**src/rtl/seq_mul_pkg.sv**
```systemverilog
// Shared constants and state encoding for the sequential 8x8 multiplier.
// Companion to seq_mul8; no configuration macros here.
package seq_mul_pkg;

    localparam int MUL_WIDTH = 8;
    localparam int MUL_PW    = 2 * MUL_WIDTH;
    localparam int CW        = $clog2(MUL_WIDTH);

    typedef enum logic [1:0] {
        IDLE = 2'd0,
        RUN  = 2'd1,
        DONE = 2'd2
    } mul_state_e;

endpackage

```
**src/rtl/adder.sv**
```systemverilog
// Plain 16-bit adder shared by the multiplier datapath.
// Carry-out is not produced; callers guarantee it cannot occur.
module adder (
    input  logic [15:0] a,
    input  logic [15:0] b,
    output logic [15:0] s
);

    assign s = a + b;

endmodule

```
**src/rtl/seq_mul8.sv**
```systemverilog
// Shift-and-add unsigned multiplier, one partial product per clock, start/busy/done handshake.
// Build option: SEQ_MUL_EARLY_EXIT_EN ends RUN once no multiplier bits remain.
//
// state | meaning
// IDLE  | waiting for start, p holds the last product
// RUN   | one conditional add per edge, WIDTH edges (fewer with early exit)
// DONE  | done pulse for one cycle, p valid, back to IDLE
module seq_mul8
    import seq_mul_pkg::*;
#(
    parameter int WIDTH = MUL_WIDTH
) (
    input  logic               clk,
    input  logic               rst_n,
    input  logic               start,
    input  logic [WIDTH-1:0]   a,
    input  logic [WIDTH-1:0]   b,
    output logic               busy,
    output logic               done,
    output logic [2*WIDTH-1:0] p
);

    if (2 * WIDTH != MUL_PW) begin : g_width_check
        $error("seq_mul8: 2*WIDTH must match the 16-bit adder width");
    end

    mul_state_e          state_q;
    logic [MUL_PW-1:0]   acc_q;
    logic [MUL_PW-1:0]   mcand_q;
    logic [WIDTH-1:0]    mplier_q;
    logic [CW-1:0]       cnt_q;
    logic [MUL_PW-1:0]   p_q;

    logic [MUL_PW-1:0]   sum;
    logic [MUL_PW-1:0]   acc_d;
    logic                last_d;

    adder u_adder (
        .a (acc_q),
        .b (mcand_q),
        .s (sum)
    );

    always_comb begin
        acc_d  = mplier_q[0] ? sum : acc_q;
        last_d = (cnt_q == CW'(WIDTH - 1));
`ifdef SEQ_MUL_EARLY_EXIT_EN
        // Nothing left to add once the shifted multiplier is empty.
        if (mplier_q[WIDTH-1:1] == '0) begin
            last_d = 1'b1;
        end
`endif
    end

    always_ff @(posedge clk or negedge rst_n) begin
        if (!rst_n) begin
            state_q  <= IDLE;
            acc_q    <= '0;
            mcand_q  <= '0;
            mplier_q <= '0;
            cnt_q    <= '0;
            p_q      <= '0;
        end else begin
            case (state_q)
                IDLE: begin
                    if (start) begin
                        mcand_q  <= {{(MUL_PW - WIDTH){1'b0}}, a};
                        mplier_q <= b;
                        acc_q    <= '0;
                        cnt_q    <= '0;
                        state_q  <= RUN;
                    end
                end
                RUN: begin
                    acc_q    <= acc_d;
                    mcand_q  <= mcand_q << 1;
                    mplier_q <= mplier_q >> 1;
                    cnt_q    <= cnt_q + CW'(1);
                    if (last_d) begin
                        p_q     <= acc_d;
                        state_q <= DONE;
                    end
                end
                DONE: begin
                    state_q <= IDLE;
                end
                default: begin
                    state_q <= IDLE;
                end
            endcase
        end
    end

    assign busy = (state_q != IDLE);
    assign done = (state_q == DONE);
    assign p    = p_q;

endmodule

```
**config.mk**
```make
export PLATFORM = sky130hd
export DESIGN_NAME = seq_mul8
export DESIGN_NICKNAME = d
export VERILOG_FILES = /design/src/rtl/seq_mul_pkg.sv /design/src/rtl/adder.sv /design/src/rtl/seq_mul8.sv
export SDC_FILE = /design/constraint.sdc
export NUM_CORES = 1
export LEC_CHECK = 0
export ABC_CLOCK_PERIOD_IN_PS = 3300
export BUFFER_PORTS_ARGS = -buffer_cell sky130_fd_sc_hd__buf_4
export CAP_MARGIN = 25
export CORE_MARGIN = 4
export CORE_UTILIZATION = 25
export CTS_CLUSTER_DIAMETER = 100
export DETAILED_ROUTE_END_ITERATION = 8
export GPL_TIMING_DRIVEN = 0
export PLACE_DENSITY = 0.49
export SLEW_MARGIN = 10
export SYNTH_ARGS = -nofsm -noshare
export SYNTH_HDL_FRONTEND = slang
export SYNTH_HIERARCHICAL = 1
export SYNTH_SLANG_ARGS = --single-unit
```
**constraint.sdc**
```tcl
create_clock -name clk -period 3.3 [get_ports clk]
set_input_delay 0.165 -clock clk [delete_from_list [all_inputs] [get_ports clk]]
set_output_delay 0.165 -clock clk [all_outputs]
set_load 0.02 [all_outputs]
```
After elaboration in Yosys (flattened, before gate mapping)
Index checks and enable logic that the tools add are counted.
{"block": "word_totals", "register_bits": 61, "in_bits": 19, "output_inout_bits": 18, "word_cells": 31}
{"block": "op_classes", "n_addsub": 2, "eq_ne": 5, "muxes": 12, "n_reduce_logical": 6}
{"op": "$pmux 16 s2", "n": 2}
{"op": "$mux 16", "n": 3}
{"op": "$add 16x16->16", "n": 1}
{"op": "$pmux 8 s2", "n": 1}
{"op": "$mux 8", "n": 1}
{"op": "$pmux 3 s2", "n": 1}
{"op": "$reduce_and 2->1", "n": 3}
{"op": "$mux 2", "n": 2}
{"op": "$ne 2x2->1 const B", "n": 2}
{"op": "$pmux 2 s2", "n": 1}
{"op": "$reduce_bool 2->1", "n": 2}
{"op": "$add 3x1->3 const B", "n": 1}
{"op": "$eq 3x3->1 const B", "n": 1}
{"op": "$mux 3", "n": 1}
{"op": "$eq 2x1->1 const B", "n": 1}
{"op": "$eq 2x2->1 const B", "n": 1}
{"op": "$logic_not 2->1", "n": 1}

Longest topological paths before layout
Gate-level depths: netlist of the first run.
{"block": "logic_depth", "ltp_word": 3, "ltp_mapped": 9}

Hierarchy
Netlist of the first run, hierarchy kept.
{"module": "seq_mul8", "n_inst": 1, "cells_per_inst": 223, "area_per_inst_um2": 2602.5, "seq_area_each_um2": 1526.5}
{"module": "adder", "n_inst": 1, "cells_per_inst": 98, "area_per_inst_um2": 724.4, "seq_area_each_um2": 0.0}

Worst setup path after synthesis of the first run
No wires, ideal clock.
{"block": "synth_timing", "kind": "flip-flop to flip-flop", "start": "register acc_q[0]", "end": "register acc_q[10]", "setup_ns": 0.121, "arrival_time_ns": 2.244, "t_required_ns": 3.179, "setup_slack_ns": 0.935, "stages_incl_launch_ff": 9, "n_path_buf": 0, "synth_period_minus_slack_ns": 2.365, "cell_sequence": "dfrtp_1 -> ha_1 -> fa_1 -> a21o_2 -> a311oi_2 -> o21ai_0 -> a311oi_1 -> nor3_1 -> a22o_1"}
{"block": "synth_via", "elab_chain_len": 3}
{"element": "from (decl)", "line": "seq_mul8.sv:28", "source": "logic [MUL_PW-1:0] acc_q;"}
{"element": "from (signal assigned)", "line": "seq_mul8.sv:58", "source": "acc_q <= '0;"}
{"element": "from (signal assigned)", "line": "seq_mul8.sv:69", "source": "acc_q <= '0;"}
{"element": "from (signal assigned)", "line": "seq_mul8.sv:75", "source": "acc_q <= acc_d;"}
{"element": "$add 16x16->16", "line": "adder.sv:9", "source": "assign s = a + b;"}
{"element": "via sum[10]", "line": "seq_mul8.sv:34", "source": "logic [MUL_PW-1:0] sum;"}
{"element": "$mux 16", "line": "seq_mul8.sv:45", "source": "acc_d = mplier_q[0] ? sum : acc_q;"}
{"element": "$pmux 16 s2", "line": "seq_mul8.sv:64", "source": "case (state_q)"}
The timed path passes the listed nets, and every way through them passes these cells.
A chain may end at the register's enable or synchronous reset.

Worst setup path after layout of the first run
{"block": "layout_timing", "start": "register mcand_q[0]", "end": "register p_q[10], in the netlist p[10]"}
{"block": "layout_via", "elab_chain_len": 2}
{"element": "from (decl)", "line": "seq_mul8.sv:29", "source": "logic [MUL_PW-1:0] mcand_q;"}
{"element": "from (signal assigned)", "line": "seq_mul8.sv:67", "source": "mcand_q <= {{(MUL_PW - WIDTH){1'b0}}, a};"}
{"element": "from (signal assigned)", "line": "seq_mul8.sv:76", "source": "mcand_q <= mcand_q << 1;"}
{"element": "$add 16x16->16", "line": "adder.sv:9"}
{"element": "via sum[10]", "line": "seq_mul8.sv:34"}
{"element": "$mux 16", "line": "seq_mul8.sv:45"}
{"element": "to (signal assigned)", "line": "seq_mul8.sv:62", "source": "p_q <= '0;"}
{"element": "to (signal assigned)", "line": "seq_mul8.sv:80", "source": "p_q <= acc_d;"}
{"element": "to (decl)", "line": "seq_mul8.sv:32", "source": "logic [MUL_PW-1:0] p_q;"}
The timed path passes the listed nets, and every way through them passes these cells.

==> impl_summary.md, run 1 <==
Setup path
The critical path crosses 9 cells after its start point. The startpoint of the most critical register-to-register path is mcand_q[0]. The data arrival time of the critical path is 2.93 ns. The critical path goes through ha_1 -> fa_1 -> a21o_2 -> a311oi_2 -> o21ai_0 -> a311oi_1 -> nor3_1 -> mux2i_1 -> o21ai_0. On the worst path, the slowest cell contributes a delay of ~0.4 ns. The worst-case reg-to-reg path depth is 9. The critical path ends at p[10].

The cell type with the highest occurrence count on the critical path is o21ai_0. The launch point of the critical path is mcand_q[0]. The capture instance of the worst register-to-register path is p[10]. The largest individual stage delay along the critical path comes from the cell dfrtp_1. The family with the most delay on the worst path is compound AO/OA/AOI/OAI gates. STA classifies the critical path endpoint as a flop. The worst setup path is launched from a flop. Together, buffers and inverters on the worst path number 0. The worst register-to-register path has a setup slack of around 0.57 ns.

In this run the worst path has a maximum fanout of 3. The required time of the worst setup path is about 3.5 ns. The start-to-end type of the worst setup path is reg2reg.

Timing
Setup repair after global routing left no endpoint under its margin. The shortest clock period the worst path allows after layout is about 2.7 ns. The share of the cycle needed by the critical path after routing is 82.8%. The worst pin sits at a relative slew slack of a little under half. Hold is met by between 0.09 and 0.1 ns. Setup violations remaining at the end of the flow were counted as 0.

The final number of hold-violating endpoints is 0. Setup total negative slack on the finished layout was measured at 0 ns. The clock arrives with between 0.006 and 0.007 ns of skew.

The max-slew violation count is 0. The highest clock rate is around 370 MHz. The pin slew with the least headroom to its limit is 0.785 ns.

After layout, the worst setup slack is between 0.5 and 0.6 ns.

Synth
The commonest register cell after synthesis is dfrtp_1. Synthesis inferred 61 register bits. The number of cells produced by synthesis is ~320. The total standard cell area after synthesis is between 3000 and 4000 um2.

Summing the areas of all compound-gate instances in the mapped netlist gives between 20% and 30% of the synthesized area. The number of different library cells in the post-synthesis netlist is 39. Yosys instantiated no cell more often than dfrtp_1.

Of the total synthesized cell area, the portion taken by full adders, half adders and majority gates is approximately 7.0%. After Yosys synthesis, XOR and XNOR cells account for 3.95% of the synthesized area. By count the netlist is led by 61 x dfrtp_1, 32 x a21oi_1, 29 x nand2_1, 29 x o21ai_0, 29 x o22ai_1. Ranked by total cell area, the synthesized netlist is headed by dfrtp_1 46%, a22o_1 6.8%, ha_1 6.4%. The total number of yosys warnings is 6.

The multiplexer share of the synthesized area is slightly above 5%. The average cell area after synthesis is 10.4 um2. The synthesized netlist devotes around 7.4% of its cell area to simple gates. Summed over its instances, the top area cell type makes up a little under half of the synthesized netlist area.

The share of async-settable or async-resettable flops after synthesis is 100%. By area, the combinational part of the netlist is dominated by compound AO/OA/AOI/OAI gates. The net count after synthesis is around 360. In this run, synthesis inferred 0 flip-flops with an integrated enable.

After synthesis, flip-flops and latches occupy a little under half of the total area. The cell type with the largest total area after synthesis is dfrtp_1.

Drt
The per-cell routed wire length is about 15 um. The via count is 2,616. The number of design-rule violations left by the first detailed-router iteration is 134. The via count normalized by instance count is around 4.8.

The final routed wirelength across all metal layers is 7.96 mm. The number of routed nets with antenna violations is 0. After detailed routing, the number of remaining DRC violations is 0.

Before antenna repair, the detailed router went through 4 iterations.

Global route
The total overflow left after global routing is 0. The number of global-route vias before repair is roughly 2,700. The initial antenna violation count is 0.

The first-pass GRT wire length is 13.3 mm. The maximum number of pins on one net before global-route repair is between 60 and 70. Global routing used 11.1% of the available tracks.

Floorplan
The initialized floorplan defines 41 standard-cell rows. The die covers about 15,000 um2. From bottom edge to top edge, the die measures between 100 and 150 um.

In this run the count of I/O pins placed on the die edge is 37. The core footprint is around 13,000 um2. The floorplan step set the die width to 123 um.

The effective utilization at floorplan is 25.9%.

Placement
The port buffer count is 35. The minimum setup slack after placement is 0.585 ns. The final weighted congestion of routability-driven global placement is around 0.93. The wire-length estimate of the detail-placed layout is roughly 5.9 mm.

Hold path
The type of the most critical hold path is in2reg.

Clock tree
Clock tree synthesis selected as its root buffer the cell clkbuf_16. TritonCTS built the clock tree. Clock latency on the worst-skew pair, taken at its later pin, is between 0.3 and 0.4 ns. TritonCTS created 9 clock buffers.

The count of instances resized after the clock tree is built is 0. The H-tree generated during clock tree synthesis spans 3 levels. CTS saw 61 sinks.

The number of buffers inserted to repair setup after CTS is 0. After clock tree synthesis, the clock-pin slew on the worst setup and hold paths is approximately 0.05 ns. The maximum buffer depth of the clock tree is 2.

Finish
In the final design database the tool counted 405 nets. The area growth from synthesis to layout is 24.9%. The final core utilization is around a third. The count of inserted antenna diode cells is 0.

The filler cells instantiated in the layout total ~1,300. In the final layout, the share of cells above drive strength 1 is between 10% and 20%.

Run status
The run finished with clean final reports.

Pwr
VDD sags by at most about 0.43 mV. The static leakage is ~1.9 nW. Power spread over the standard cell area amounts to 1240 nW/um2. The total power is just over 5 mW.

Flow run
The number of max-cap violations is 0.
==> power by group <==
group	switching [mW]	internal (mW)	leakage, nW
Clock	0.328	0.757	0.167
Combinational	1.46	1.22	0.996
Sequential	0.272	1.09	0.761
Total	2.06	3.07	1.92
==> worst reg2reg max path, cell delays in order, from the launching register on <==
cell	delay, ns
dfrtp_1	0.40
ha_1	0.22
fa_1	0.40
a21o_2	0.26
a311oi_2	0.40
o21ai_0	0.21
a311oi_1	0.34
nor3_1	0.12
mux2i_1	0.16
o21ai_0	0.09
==> repair_timing <==
action,CTS,global route
hold buffers,1,0
hold endpoints to repair,61,0
setup endpoints to repair,0,0
==> state kept, by name, summed over array words and instances, names as in the netlist <==
register  flops
cnt_q         3
mplier_q      8
p            16
state_q       2
mcand_q      16
acc_q        16
==> per-layer routing <==
layer	up-vias	global-route usage [%]	part of all wire (%)	wire, um
met5	-	0	0	0
met4	0	4.71	1.9	154
met3	13	3.29	4.2	336
met2	57	16.3	42	3340
met1	1245	15.3	52	4130
li1	1301	-	-	-
==> cell usage in the layout, fill, tap and decap left out, types with 2 or more instances in the layout <==
cell type	instances
o22ai_1	29
nand2b_1	2
bufinv_16	3
o211ai_1	3
o21ai_0	29
nand3_1	4
nor2_1	5
buf_6	6
nand2_1	29
buf_2	6
nor3_1	3
dfrtp_1	61
mux2i_1	17
inv_1	6
a22o_1	26
xnor2_1	10
nor2b_1	4
buf_4	37
a21o_1	2
o21bai_1	3
a21oi_1	32
xor2_1	5
clkbuf_1	6
ha_1	17
clkbuf_16	9
==> per-stage QoR <==
stage | area (um2) | cells
after global placement | 3800 | 528
after global routing | 4160 | 545
final | 4160 | 545
after CTS | 4160 | 545
after floorplan | 3330 | 321
after detailed placement | 3800 | 528
==> cell families after synthesis <==
family	Yosys count
simple gates	53
fa+ha+maj	18
xor+xnor	15
compound gates	132
buf+inv	25
flops	61
mux	17
==> cell type report <==
| class | instances | area (um2) | share of cell area (%) |
|---|---|---|---|
| Sequential cell | 61 | 1530 | 36.7 |
| Tap cell | 172 | 215 | 5.18 |
| Timing Repair Buffer | 36 | 273 | 6.56 |
| Clock inverter | 4 | 95.1 | 2.29 |
| Clock buffer | 12 | 246 | 5.93 |
| Multi-Input combinational cell | 235 | 1650 | 39.6 |
| Inverter | 6 | 22.5 | 0.542 |
| Buffer | 19 | 131 | 3.16 |
==> worst min-delay path by stage <==
stage / depth (start not counted) / from / end / slack, ns
global placement: 1 / rst_n / mplier_q[5] / 0.30
detailed placement: 1 / rst_n / mplier_q[7] / 0.31
floorplan: 0 / rst_n / acc_q[0] / -0.13
CTS: 3 / a[0] / mcand_q[0] / 0.08
finish: 3 / a[0] / mcand_q[0] / 0.09
global route: 3 / a[0] / mcand_q[0] / 0.10
Power figures use the tool's default switching activity.
==> inputs of run 2 (changes only) <==
- ABC_CLOCK_PERIOD_IN_PS: 3300 -> 2800
- clock period: 3.3 -> 2.8 ns (I/O delays scaled with it)
==> run 2 against run 1 <==
  * Sequential share of layout area decreased by 0.099 points
  * Combinational power grew 19%
  * Routed wire length is 0.25% lower
  * Critical path type unchanged
  * Cell area rose by 0.27%
==> impl_summary.md, run 2 (synthesis results as in run 1) <==
Flow run
The number of max-cap violations is 0.

Clock tree
TritonCTS built the clock tree. The maximum buffer depth of the clock tree is 2. The clock-pin slew reported for the worst setup and hold paths after clock tree synthesis is 0.05 ns. The number of clock buffers added by TritonCTS is 9.

The clock tree synthesis step divided the H-tree into 3 levels. The clock insertion delay at the later pin of the skew report is 0.32 ns. The number of sinks handled by clock tree synthesis is 61. In this run the post-CTS setup repair buffer count came out at 0.

The clock tree root buffer cell is clkbuf_16.

Drt
For this block, the initial DRC count from the detailed router was approximately 130. After detailed routing, the number of remaining DRC violations is 0. The final routed wirelength across all metal layers is approximately 7.9 mm. The number of detailed-route iterations in the first pass is 4. The per-cell routed wire length is roughly 15 um.

The via count normalized by instance count is 4.79. The number of routed nets with antenna violations is 0. The via count is between 2,000 and 3,000.

Timing
Measured against its own limit, the worst slew margin works out to a little under half. The final total negative setup slack is 0 ns. Setup repair after global routing left no endpoint under its margin. Hold timing on the final database bottoms out at a slack of just under 0.07 ns.

The final number of hold-violating endpoints was 0. Derived from the worst setup path, the maximum achievable clock frequency is 379 MHz. The number of failing setup endpoints in the final timing report is 0. Between clock sinks in the finished design, the worst skew comes to roughly 0.0064 ns. At the pin with the least slew margin, the transition time is about 0.78 ns. The max-slew violation count is 0. The share of the cycle needed by the critical path after routing is between 90 and 100%. The shortest clock period the worst path allows after layout is about 2.6 ns.

Pwr
The sequential group share of total power is 26.4%. The internal portion of total power is roughly 3.6 mW. Of the total power, the share spent switching nets is ~40%. The power per unit of standard cell area is roughly 1500 nW/um2. The static leakage is about 1.9 nW. Across the VDD grid, the largest voltage drop is approximately 0.51 mV. The switching power is 2.44 mW. The proportion of power drawn by combinational gates is 52.6%. The clock network accounts for between 20% and 30% of the total power.

Setup path
STA classifies the critical path startpoint as a flop. The library cell contributing the largest single delay on the critical path is dfrtp_1. Traced cell by cell, the critical path runs through ha_1 -> fa_1 -> a21o_2 -> a311oi_4 -> o21ai_1 -> a311oi_1 -> nor3_1 -> mux2i_1 -> o21ai_0. Data on the critical path is required at its endpoint by approximately 3.0 ns. The data arrival time of the critical path is approximately 2.8 ns. For this run, the slowest stage of the critical path takes roughly 0.40 ns. The worst setup path is of the reg2reg kind. The maximum net fanout on the critical path is 3. Among cell families on the critical path, the largest total delay comes from compound AO/OA/AOI/OAI gates. The worst setup path is captured at a flop. The critical path contains buffers and inverters numbering 0 combined.

Finish
The sequential cells in the finished layout cover a total of 1530 um2. The relative area change from synthesis to final layout is 25.3%. The number of filler instances in the final layout is between 1,000 and 1,500.

The area used by multi-input combinational logic is between 1500 and 2000 um2. The proportion of layout cells with a drive suffix above 1 is between 10% and 20%. The count of inserted antenna diode cells is 0. After the last flow step, the layout net total stands at 405. In the layout the commonest cells are 61 x dfrtp_1, 37 x buf_4, 32 x a21oi_1. The most common cell after layout, fill and taps aside is dfrtp_1.

Floorplan
The horizontal die dimension is 123 um. The full die area is 15,200 um2. The effective utilization at floorplan is about a quarter. The total area inside the core boundary comes to 12,800 um2. During I/O placement, the number of pins put on the boundary was 37. The number of cell rows is 41. The vertical die dimension is between 100 and 150 um.

Global route
The number of global-route vias before repair is approximately 2,700. The maximum number of pins on one net before global-route repair is a little over 60. The first-pass GRT wire length is ~13 mm. For this run the aggregate overflow at the end of global routing stands at 0.

The initial antenna violation count was 0. Global routing consumed, over all layers together, 11.1% of the routing resources.

Hold path
The min-delay analysis places its worst path in the category in2reg.

Placement
The port buffer count is 35. Once detailed placement completed, the half-perimeter wirelength came to about 5.9 mm. Routability-driven placement finished with a final weighted congestion of 0.927.

Run status
The run finished with clean final reports.
==> run 2: changes by cell type in the layout (fill, tap and decap cells not counted) <==
cell,previous run,this run
a311oi_2,1,0
o21ai_0,29,28
o21ai_1,0,1
a311oi_4,0,1
==> run 2: timing repair <==
action / 4_1_cts / 5_1_grt
endpoints found under the setup margin: 0 / 2
hold buffers: 1 / 0
endpoints found under the hold margin: 61 / 0
gates resized for setup: 0 / 2
==> run 2: area by class of cell <==
type / count / area share [%]
inverters: 6 / 0.540
repair buffers: 36 / 6.54
well taps: 172 / 5.16
clock inverters: 4 / 2.28
plain buffers: 19 / 3.15
flip-flops and latches: 61 / 36.6
multi-input cells: 235 / 39.8
clock buffers: 12 / 5.91
==> run 2: worst register-to-register path: stages, from the launching register on <==
cell and delay, ns:
dfrtp_1 0.40, ha_1 0.22, fa_1 0.40, a21o_2 0.26, a311oi_4 0.37, o21ai_1 0.16
a311oi_1 0.32, nor3_1 0.12, mux2i_1 0.16, o21ai_0 0.09
==> run 2: power by group through the flow <==
stage | Combinational (mW) | Clock [mW] | Sequential (mW)
5_1_grt | 3.56 | 1.34 | 1.67
4_1_cts | 3.18 | 1.30 | 1.61
6_report | 3.20 | 1.28 | 1.61
3_3_place_gp | 3.12 | 0 | 1.62
2_1_floorplan | 2.32 | 0 | 1.65
3_5_place_dp | 3.17 | 0 | 1.62
==> run 2: worst paths after layout <==
check                           startpoint           to  slack, ns  cells after the start
worst max register to register  mcand_q[0]        p[10]       0.16                      9
worst max-delay path            mcand_q[0]        p[10]       0.16                      9
worst min register to register        p[7]         p[7]       0.48                      2
min in group asynchronous            rst_n  mplier_q[7]       0.44                      2
worst min-delay path                  a[0]   mcand_q[0]       0.07                      3
max in group asynchronous            rst_n    acc_q[11]       1.85                      2
==> run 2: layer usage <==
layer | vias up | share of wire, % | wire [um] | track usage [%]
li1 | 1301 | - | - | -
met1 | 1236 | 51 | 4090 | 15.3
met2 | 62 | 42 | 3350 | 16.3
met3 | 11 | 4.7 | 372 | 3.29
met4 | 0 | 1.7 | 136 | 4.71
met5 | - | 0 | 0 | 0
==> run 2: through the flow <==
| step | cell area (um2) | power, mW | instances | setup slack [ns] | utilization [%] |
|---|---|---|---|---|---|
| floorplan | 3330 | 3.97 | 321 | 0.435 | - |
| global placement | 3800 | 4.74 | 528 | 0.109 | 29.7 |
| detailed placement | 3800 | 4.79 | 528 | 0.0845 | 29.7 |
| CTS | 4160 | 6.09 | 545 | 0.0807 | 32.4 |
| global route | 4170 | 6.57 | 545 | 0.0197 | 32.5 |
| finish | 4170 | 6.08 | 545 | 0.164 | 32.5 |
==> inputs of run 3 (changes only) <==
- ABC_AREA: not set -> 1
- PLACE_DENSITY: 0.49 -> 0.48
==> run 3 against run 2 <==
  * Non-clock buffer count shrank 2
  * Clock power decreased by 20%
  * Sequential share of layout area decreased by 3.0 points
  * Cell count grew 43%
  * Via count up 26%
  * Critical path type unchanged
==> impl_summary.md, run 3 <==
Floorplan
The effective utilization at floorplan is between 20% and 30%. The vertical die dimension is around 130 um. The core region is approximately 15,000 um2. The horizontal die dimension is around 130 um. After floorplanning, the core was divided into between 40 and 50 placement rows. The top-level I/O count is 37. The floorplan step defined a die boundary enclosing 17,100 um2.

Timing
The number of failing setup endpoints in the final timing report is 0. Setup repair after global routing left no endpoint under its margin. The max-slew violation count is 0. The shortest clock period the worst path allows after layout is 2.09 ns. For the pin with the worst max-slew slack, the measured transition is roughly 0.82 ns. The slack of the critical path is between 0.7 and 0.8 ns. The highest clock rate is ~480 MHz. The worst clock skew is a little under 0.006 ns. The worst path uses roughly three quarters of the clock period. The final total negative setup slack is 0 ns. The worst pin sits at a relative slew slack of a little under half.

The final number of hold-violating endpoints is 0.

Drt
The final routed wirelength across all metal layers is between 9 and 10 mm. After the first detailed-routing iteration, the DRC count stood at between 90 and 100. The per-cell routed wire length is roughly 12 um. Using the TritonRoute via totals, the vias-per-cell ratio works out to between 4 and 5. After detailed routing, the number of remaining DRC violations is 0. The routed layout has between 3,000 and 4,000 vias.

The number of routed nets with antenna violations is 0. The first detailed-routing pass ran for 4 iterations.

Synth
Synthesis produced between 500 and 600 cells. The synthesis-stage register bit count is 61. In the synthesized netlist the dominant register cell turns out to be dfrtp_1.

The share of synthesized cell area in and, or, nand and nor gates is 34.7%. After Yosys synthesis, XOR and XNOR cells account for about 1.9% of the synthesized area. The synthesized-area fraction occupied by adder cells is between 6 and 7%. The share of async-settable or async-resettable flops after synthesis is between 90% and 100%. The number of synthesized flops with an enable pin is 0.

Multiplexer cells account for 0% of the synthesized area. The main combinational cell family by area after synthesis is simple AND/OR/NAND/NOR gates. The number of different library cells in the post-synthesis netlist is 26. The average cell area after synthesis is just under 7 um2.

The number of nets in the synthesized netlist is 580. Summed over all instances, the cell type with the most area after synthesis is dfrtp_1. The total number of yosys warnings is 6. The synthesized netlist devotes under 10% of its cell area to compound gates. After synthesis, the largest area contributor takes up between 40 and 50% of total cell area.

After synthesis, the most frequently instantiated cells are 250 x nand2_1, 83 x inv_1, 61 x dfrtp_1, 34 x nand3_1, 21 x o21ai_0. The most instantiated library cell after synthesis is nand2_1. The sequential cell area fraction in the yosys report is between 40% and 50%.

Sorting the synthesized cells by area gives the leading types as dfrtp_1 41%, nand2_1 25%, inv_1 8.3%. In this run the cell area of the synthesized design comes to about 3800 um2.

Placement
Routability-driven placement finished with a final weighted congestion of just under 0.9. The detailed-placement wirelength estimate is roughly 7.3 mm. The port buffer count is 36. The minimum setup slack after placement is between 0.7 and 0.8 ns.

Run status
The run finished with clean final reports.

Finish
The library cell used most frequently in the layout, excluding fill and tap cells, is nand2_1. 0 antenna diodes ended up in the layout. The count of nets after finishing is about 630. Relative to the synthesized area, the layout overhead comes to 20.8%.

The proportion of layout cells with a drive suffix above 1 is roughly 14%. Summing all multi-input logic gate instances after layout gives about 1800 um2. The flip-flop and latch area is about 1500 um2. The number of filler instances in the final layout is approximately 1,600. In the layout the commonest cells are 250 x nand2_1, 83 x inv_1, 61 x dfrtp_1.

Setup path
The launch point of the critical path is acc_q[0]. Data on the critical path is required at its endpoint by just over 3 ns. STA classifies the critical path startpoint as a flop. The worst-case reg-to-reg path depth is 12. The library cell contributing the largest single delay on the critical path is fa_1. The critical path ends at p[8]. The capture instance of the worst register-to-register path is p[8]. The maximum cell stage delay along the critical path is 0.41 ns. The startpoint of the most critical register-to-register path is acc_q[0].

The reg-to-reg setup timing slack is ~0.71 ns. The cell type with the highest occurrence count on the critical path is nand2_1. The critical path goes through ha_1 -> fa_1 -> nand2_1 -> nand2_1 -> and2_4 -> nand2_1 -> nand2_1 -> xor2_1 -> nand2_1 -> o21ai_0 -> nand2_1 -> nand2_1.

The data arrival time of the critical path is 2.31 ns. The kind of capture point of the worst setup path is a flop. The worst setup path is of the reg2reg kind. The maximum net fanout on the critical path is 3.

Global route
The total overflow left after global routing is 0. The first global-routing pass estimated 16.8 mm of wire. The total routing resource utilization after global routing is between 10% and 20%.

The number of global-route vias before repair was around 3,300. Entering global routing, the biggest net connects 62 pins. The initial antenna violation count was 0.

Clock tree
After clock tree synthesis, the clock-pin slew on the worst setup and hold paths is about 0.050 ns. The clock net in this run drives a total of 61 sinks. In this run the deepest clock path goes through 2 buffers.

CTS built an H-tree with a depth of 3. The number of buffers added to fix hold violations after cts is 1. The clock insertion delay at the later pin of the skew report is ~0.33 ns. The TritonCTS clock tree is done. The TritonCTS buffer count is 9. The clock tree root buffer cell is clkbuf_16.

The number of buffers inserted to repair setup after CTS is 0. The count of instances resized after the clock tree is built is 0.

Flow run
The number of max-cap violations is 0.

Pwr
The static leakage is about 2.6 nW. The power per unit of standard cell area is 1260 nW/um2. The worst-case IR drop observed on VDD is between 0.4 and 0.5 mV. Power comes to roughly 5.7 mW.

Hold path
The min-delay analysis places its worst path in the category in2reg.
## run 3: changes by cell type after synthesis, sizes merged, moves of 4 or more
| cell | delta |
|---|---|
| a21oi | -23 |
| a22o | -26 |
| inv | +81 |
| mux2i | -17 |
| nand2 | +230 |
| nand3 | +30 |
| nor2 | +10 |
| nor2b | -5 |
| o21bai | -4 |
| o22ai | -29 |
| xnor2 | -8 |
## run 3: cell families after synthesis
kind of cell / after synthesis
AOI/OAI and AO/OA: 36
buffers and inverters: 103
and+or+nand+nor: 317
xor gates and xnor gates: 8
DFF: 61
adders and majority gates: 18
## run 3: layout make-up
type	instances	area share (%)
sequential	61	33.6
inverter	87	7.19
clock inverter	1	0.110
buffer	16	2.29
timing repair buffer	37	6.17
tap	184	5.07
clock buffer	15	5.89
multi-input combinational	379	39.7
## run 3: metrics by stage
stage / utilization, % / instance area, um2 / hold WS (ns) / std cells
global placement: 29.1 / 4260 / 0.285 / 763
finish: 31.0 / 4540 / 0.0288 / 780
CTS: 31.0 / 4540 / 0.0211 / 780
global route: 31.0 / 4540 / 0.0231 / 780
detailed placement: 29.1 / 4260 / 0.292 / 763
floorplan: - / 3760 / -0.156 / 543
## run 3: critical path: cells and delay by family (launching register included)
family	cells	cell delay, ns
compound gates	1	0.15
xor+xnor	1	0.14
fa+ha+maj	2	0.64
flops	1	0.40
simple gates	8	0.66
## run 3: metal layers
metal	global-route usage (%)	up-vias	part of all wire (%)
met5	0	-	0
met4	4.90	0	1.5
met3	2.15	10	3.2
met2	20.0	47	47
met1	17.0	1490	48
li1	-	1743	-
## run 3: worst min-delay path by stage
stage,from,to,cells after the start
finish,b[7],mplier_q[7],3
global route,b[7],mplier_q[7],3
CTS,b[7],mplier_q[7],3
detailed placement,rst_n,p[12],1
global placement,rst_n,p[12],1
floorplan,rst_n,acc_q[0],0
## run 3: report_power, final
| group | switching [mW] | leakage (nW) | internal, mW |
|---|---|---|---|
| Clock | 0.382 | 0.134 | 0.647 |
| Sequential | 0.298 | 0.772 | 1.28 |
| Combinational | 1.99 | 1.68 | 1.15 |
| Total | 2.67 | 2.59 | 3.07 |
